==> config.mk <==
export PLATFORM = sky130hd
export DESIGN_NAME = router_out_arbiter
export DESIGN_NICKNAME = d
export VERILOG_FILES = /design/src/rtl/router_out_arbiter.sv
export SDC_FILE = /design/constraint.sdc
export NUM_CORES = 1
export LEC_CHECK = 0
export CAP_MARGIN = 30
export CORE_MARGIN = 2
export CORE_UTILIZATION = 53
export CTS_BUF_LIST = sky130_fd_sc_hd__clkbuf_16
export CTS_CLUSTER_DIAMETER = 40
export DETAILED_ROUTE_END_ITERATION = 8
export GPL_ROUTABILITY_DRIVEN = 0
export PLACE_DENSITY = 0.83
export SETUP_SLACK_MARGIN = 0.15
export SYNTH_ARGS = -nofsm -noshare
export SYNTH_HDL_FRONTEND = slang
export SYNTH_SLANG_ARGS = --single-unit
==> constraint.sdc <==
create_clock -name clock -period 7 [get_ports clock]
set_input_delay 1.05 -clock clock [delete_from_list [all_inputs] [get_ports clock]]
set_output_delay 1.05 -clock clock [all_outputs]
set_load 0.03 [all_outputs]
==> src/rtl/router_out_arbiter.sv <==
// router_out_arbiter: per-output round-robin packet scheduler.
// Holds the grant for a whole frame and forwards the winner serially.
module router_out_arbiter #(
  parameter int NUM_IN  = 16,
  parameter int ID_W    = 4,
  parameter int MAX_GAP = 32,
  parameter int GAP_W   = 6
) (
  input  logic              clock,
  input  logic              reset_n,
  input  logic [NUM_IN-1:0] req,
  input  logic [NUM_IN-1:0] din,
  input  logic [NUM_IN-1:0] valid_n,
  input  logic [NUM_IN-1:0] frame_n,
  output logic              dout,
  output logic              valido_n,
  output logic              frameo_n,
  output logic [NUM_IN-1:0] busy_n,
  output logic [NUM_IN-1:0] gnt,
  output logic [ID_W-1:0]   gnt_id,
  output logic              gnt_vld,
  output logic              err_timeout
);

  typedef enum logic {
    IDLE = 1'b0,
    XFER = 1'b1
  } state_t;

  state_t            state;
  state_t            state_nxt;
  logic [ID_W-1:0]   ptr;
  logic [ID_W-1:0]   ptr_nxt;
  logic [ID_W-1:0]   cand;
  logic [ID_W-1:0]   sel_id;
  logic [ID_W-1:0]   id_nxt;
  logic [ID_W-1:0]   id_inc;
  logic              sel_hit;
  logic              cur_din;
  logic              cur_vld_n;
  logic              cur_frm_n;
  logic              frame_end;
  logic              timeout;
  logic [GAP_W-1:0]  gap;
  logic [GAP_W-1:0]  gap_inc;
  logic [GAP_W-1:0]  gap_nxt;
  logic [NUM_IN-1:0] gnt_nxt;
  logic [NUM_IN-1:0] busy_nxt;
  logic              vld_nxt;
  logic              dout_nxt;
  logic              vo_nxt;
  logic              fo_nxt;
  logic              err_nxt;

  assign cur_din   = din[gnt_id];
  assign cur_vld_n = valid_n[gnt_id];
  assign cur_frm_n = frame_n[gnt_id];

  // pointer moves just past the released owner
  assign id_inc = (gnt_id == ID_W'(NUM_IN - 1)) ?
                  '0 : gnt_id + ID_W'(1);

  assign gap_inc = cur_vld_n ? gap + GAP_W'(1) : '0;

  // the gap that would reach the limit aborts the packet
  assign timeout = (state == XFER) &&
                   (gap_inc == GAP_W'(MAX_GAP));

  assign frame_end = (state == XFER) &&
                     !cur_vld_n && cur_frm_n;

  // round-robin pick: first requester at or after ptr
  always_comb begin
    sel_hit = 1'b0;
    sel_id  = '0;
    cand    = '0;
    for (int k = 0; k < NUM_IN; k++) begin
      cand = ID_W'((int'(ptr) + k) % NUM_IN);
      if (!sel_hit && req[cand]) begin
        sel_hit = 1'b1;
        sel_id  = cand;
      end
    end
  end

  // state register
  always_ff @(posedge clock or negedge reset_n) begin
    if (!reset_n) state <= IDLE;
    else          state <= state_nxt;
  end

  // next-state: grant on any request, release on end or abort
  always_comb begin
    state_nxt = state;
    unique case (state)
      IDLE: if (sel_hit) state_nxt = XFER;
      XFER: if (timeout || frame_end) state_nxt = IDLE;
    endcase
  end

  // next values of grant, pointer, gap and forwarded pins
  always_comb begin
    gnt_nxt  = gnt;
    vld_nxt  = gnt_vld;
    id_nxt   = gnt_id;
    ptr_nxt  = ptr;
    gap_nxt  = '0;
    dout_nxt = 1'b0;
    vo_nxt   = 1'b1;
    fo_nxt   = 1'b1;
    err_nxt  = 1'b0;
    unique case (state)
      IDLE: begin
        if (sel_hit) begin
          gnt_nxt = NUM_IN'(1) << sel_id;
          vld_nxt = 1'b1;
          id_nxt  = sel_id;
        end
      end
      XFER: begin
        if (timeout) begin
          err_nxt = 1'b1;
          gnt_nxt = '0;
          vld_nxt = 1'b0;
          ptr_nxt = id_inc;
        end else begin
          dout_nxt = cur_din;
          vo_nxt   = cur_vld_n;
          fo_nxt   = cur_frm_n;
          gap_nxt  = gap_inc;
          if (frame_end) begin
            gnt_nxt = '0;
            vld_nxt = 1'b0;
            ptr_nxt = id_inc;
          end
        end
      end
    endcase
    busy_nxt = ~(req & ~(gnt_nxt & {NUM_IN{vld_nxt}}));
  end

  // registered outputs and datapath state
  always_ff @(posedge clock or negedge reset_n) begin
    if (!reset_n) begin
      gnt         <= '0;
      gnt_id      <= '0;
      gnt_vld     <= 1'b0;
      busy_n      <= '1;
      dout        <= 1'b0;
      valido_n    <= 1'b1;
      frameo_n    <= 1'b1;
      err_timeout <= 1'b0;
      ptr         <= '0;
      gap         <= '0;
    end else begin
      gnt         <= gnt_nxt;
      gnt_id      <= id_nxt;
      gnt_vld     <= vld_nxt;
      busy_n      <= busy_nxt;
      dout        <= dout_nxt;
      valido_n    <= vo_nxt;
      frameo_n    <= fo_nxt;
      err_timeout <= err_nxt;
      ptr         <= ptr_nxt;
      gap         <= gap_nxt;
    end
  end

endmodule

* Yosys cells after proc, flatten, opt, wreduce, memory -nomap -nowiden
Cells that the tools add are included. Widths: inputs -> output; s select.
Operators by class: div/mod/pow operators 0, $lt $le $gt $ge 17, $add $sub $neg 17, reductions and logical operators 38, multiply operators 0, bitwise operators 5, muxes and demuxes 95, shifts and indexed selects 1, eq/ne operators 2
Operators with widths (number):
- $lt 4x5->1 const B | 17
- $bmux 1 s4 | 19
- $mux 4 | 19
- $mux 1 | 48
- $mux 16 | 3
- $add 4x4->4 const B | 8
- $and 16x16->16 | 2
- $not 16->16 | 2
- $pmux 16 s2 | 1
- $logic_and 1x1->1 | 18
- $mux 6 | 3
- $add 4x3->4 const B | 4
- $logic_not 1->1 | 16
- $shl 1x4->16 const A | 1
- $add 4x1->4 const B | 2
- $add 4x2->4 const B | 2
- $add 6x1->6 const B | 1
- $eq 6x6->1 const B | 1
- $eq 4x4->1 const B | 1
- $pmux 1 s2 | 2
- $reduce_and 2->1 | 2
- $reduce_bool 2->1 | 1
- $logic_or 1x1->1 | 1
- $not 1->1 | 1
Word-level totals: word-level logic and storage cells 186, bits in registers 52, memory bits (writable) 0, latch bits 0, input port bits 66, memories 0, memory bits (read-only) 0, output and inout port bits 41

* Longest topological paths before layout
depth in word-level cells 55, gate-level depth with buffers 21, depth with buffers taken out 12

* Least setup slack after synthesis
Ideal clock, no wire load.
kind register -> register, start register ptr[1], end register busy_n[12], slack 1.873 ns, clock period less this slack 5.127 ns, stages on the path, launching flop included 17, data required time 6.918 ns, path buffers 5, arrival 5.045 ns, library setup time 0.082 ns, path through dfrtp_1 > buf_2 > buf_2 > buf_1 > inv_1 > ha_1 > buf_6 > mux4_2 > mux4_2 > or4_4 > or2_4 > a2111oi_4 > a31oi_1 > a22o_1 > or3_1 > buf_6 > o211ai_1
On the way: cells in the longest elaborated chain, start to end 55, elaborated cells on any way between the ends 118, those cells by class add/sub: 15; shift: 1; mux: 68; bitwise: 4; reduce/logical: 30
RTL lines:
- start: declaration | line 32 | logic [ID_W-1:0] ptr;
- start signal: assignment | line 164 | ptr <= ptr_nxt;
- parallel branches: the longest is 51 deep, another holds $add 4x1->4
- $and 16x16->16 (*) | line 139 | busy_nxt = ~(req & ~(gnt_nxt & {NUM_IN{vld_nxt}}));
- $not 16->16 (*) | line 139
- $and 16x16->16 (*) | line 139
- $not 16->16 (*) | line 139
- net busy_nxt[12] | line 48 | logic [NUM_IN-1:0] busy_nxt;
- end signal: assignment | line 159 | busy_n <= busy_nxt;
- end: declaration | line 18 | output logic [NUM_IN-1:0] busy_n,
Mark *: on every way through the listed nets, which the timed path passes. The select of a mux whose other input is x is not followed. A chain may end at the register's enable or synchronous reset.

* Final worst setup path
start register ptr[1], end register busy_n[0]
Same word-level chain as after synthesis.

==> results_dict.tcl <==
set metrics [dict create \
    drt_iter0_drc 531 \
    initial_core_util 0.543 \
    io_buffers 106 \
    ys_seq_area_frac 0.265 \
    cts_setup_buffers 0 \
    worst_clock_skew_ns 0.00852 \
    holdBufCountCts 0 \
    yosysTopAreaCell "dfrtp_1" \
    ys_ff_latch 52 \
    area_growth_pct 25.9 \
    clockBufferDepth 2 \
    cts_tree "done" \
    cp_slowest_stage_delay_ns 0.88 \
    synth.avg_cell_area_um2 9.33 \
    syn-cell-area_um2 4990 \
    cp_slowest_cell "ha_1" \
    crit_required_ns 7.20 \
    synth_area_leaders "dfrtp_1 17%, mux4_2 14%, dfstp_2 9.5%" \
    critPathKind "reg -> reg" \
    grt_pass1_wl_um 25700 \
    die_area_um2 10200 \
    root_buffer "clkbuf_16" \
    cts_buffers 5 \
    cp_num_buf_inv 1 \
    worstSkewPairLatency_ns 0.29 \
    synth_cell_type_count 69 \
    h-tree-depth 2 \
    yosys_warnings 0 \
    drv_cap 0 \
    path_max_fanout 22 \
    drive_gt1_frac 0.137 \
    fp.dieH_um 101 \
    synth_edf_count 0 \
    synthCells 535 \
    ios 107 \
    hold_path.class "reg -> reg" \
    drcViolationCount 0 \
    min_period_over_period 0.776 \
    cp.arrival_ns 5.63 \
    cp-end-kind "flip-flop" \
    setup_tns_ns 0 \
    tightest_slew_ns 0.974 \
    vias 5127 \
    cp-start-kind "flip-flop" \
    synth_top_flop_cell "dfrtp_1" \
    vias_per_cell 6.94 \
    dr.pass1.iters 6 \
    grt_pass1_vias 4806 \
    hold_viol 0 \
    run_status "completed" \
    period_needed_ns 5.43 \
    antenna_found_initial 0 \
    syn_nets 611 \
    overflow 0 \
    relSlewSlack 0.346 \
    path_cells "inv_1 -> ha_1 -> mux4_1 -> mux4_2 -> or4_4 -> or2_4 -> nor3_2 -> a32o_1 -> and2_1 -> nand2_1 -> o211ai_1" \
    post-place-ws_ns 1.51 \
    grt_use_total 0.321 \
    synthArstFlopShare 1.00 \
    num_rows 35 \
    max_clock_freq_mhz 184 \
    whs_ns 0.493 \
    critPathTopFamily "simple AND/OR/NAND/NOR gates" \
    clock-sinks 52 \
    core_area_um2 9200 \
    maxSlewViolCount 0 \
    grt_max_degree 38 \
    rsz0062_at_grt "no" \
    hpwl_um 12200 \
    path_clk_slew_ns 0.07 \
    drt.antenna.violating_nets 0 \
    yosysTopAreaCellShare 0.170 \
    setup_ws_ns 1.57 \
    diodes 0 \
    wl_um 16000 \
    die_w_um 101 \
    wire_per_inst_um 21.7 \
    cts_resized 0 \
    final_nets 703 \
    finalSetupViolations 0 \
]
==> sequential cells by signal, summed over array words and instances, names as in the netlist <==
register	flops
busy_n	16
gnt	16
gap	6
gnt_id	4
ptr	4
dout	1
err_timeout	1
frameo_n	1
gnt_vld	1
state	1
valido_n	1
==> kinds of logic after synthesis <==
kind of cell               synth area share
AOI/OAI and AO/OA                     0.215
xor gates and xnor gates             0.0298
adders and majority gates            0.0251
buffers and inverters                0.0351
DFF                                   0.265
muxes                                 0.249
and+or+nand+nor                       0.181
==> Yosys cell counts, types with 4 or more instances <==
master	instances
mux2_2	15
xor2_1	7
a31oi_1	5
dfrtp_1	34
o21ai_0	31
a21boi_0	5
nand2_1	73
and2_1	8
a22oi_1	4
nor2b_1	6
or3_1	7
o21ai_1	7
nand3_1	20
nor3_1	8
o31ai_1	7
ha_1	10
nor2_1	36
nor4_1	5
inv_1	10
o22ai_1	5
clkbuf_1	13
and3_1	4
dfstp_2	18
mux2i_1	25
a2111oi_0	6
mux4_2	30
a21o_1	6
buf_2	8
nand4_1	4
a21oi_1	20
nand2b_1	7
mux4_1	5
o211ai_1	20
xnor2_1	10
==> cell type report <==
type,instances,area [um2]
inverter,11,41.3
multi-input combinational,445,3490
fill,732,2910
sequential,52,1320
timing repair buffer,112,1110
tap,111,139
clock inverter,3,47.5
clock buffer,5,125
==> final timing paths <==
| check | from | to | slack (ns) | cells past startpoint |
|---|---|---|---|---|
| hold reg to reg | gap[0] | gap[0] | 0.49 | 1 |
| setup reg to reg | ptr[1] | busy_n[0] | 1.57 | 11 |
| max in group asynchronous | reset_n | valido_n | 5.74 | 2 |
| setup / recovery | ptr[1] | busy_n[0] | 1.57 | 11 |
| min in group asynchronous | reset_n | gnt[5] | 0.67 | 1 |
| hold / removal | gap[0] | gap[0] | 0.49 | 1 |
==> cells in the final DEF, fill, tap and decap left out, types with 6 or more instances in the layout <==
| master | count |
|---|---|
| xor2_1 | 7 |
| or3_1 | 7 |
| nand2_1 | 73 |
| a21o_1 | 6 |
| nor3_1 | 8 |
| o31ai_1 | 7 |
| dfstp_2 | 18 |
| ha_1 | 10 |
| dfrtp_1 | 34 |
| a21oi_1 | 20 |
| nand2b_1 | 7 |
| mux2i_1 | 25 |
| o211ai_1 | 20 |
| nor2b_1 | 6 |
| nand3_1 | 20 |
| clkdlybuf4s50_1 | 105 |
| mux2_2 | 15 |
| xnor2_1 | 10 |
| o21ai_0 | 31 |
| nor2_1 | 36 |
| o21ai_1 | 7 |
| a2111oi_0 | 6 |
| inv_1 | 10 |
| mux4_2 | 30 |
| and2_1 | 8 |
==> routing by layer <==
metal  vias to the layer above  track usage  routed length (um)
met1                      2466        0.456                6340
met4                         0        0.121                 661
li1                       2247            -                   -
met2                       344        0.500                7530
met3                        70       0.0437                1510
met5                         -            0                   0
==> through the flow <==
stage,cell area (um2),util,std cells
3_3_place_gp,6090,0.662,730
6_report,6280,0.683,739
4_1_cts,6280,0.683,739
2_1_floorplan,4990,-,535
5_1_grt,6280,0.683,739
3_5_place_dp,6110,0.664,731
Power is left out: the tool's default activity adds up to more than one toggle a clock period on the data nets, which glitch-free logic cannot reach.
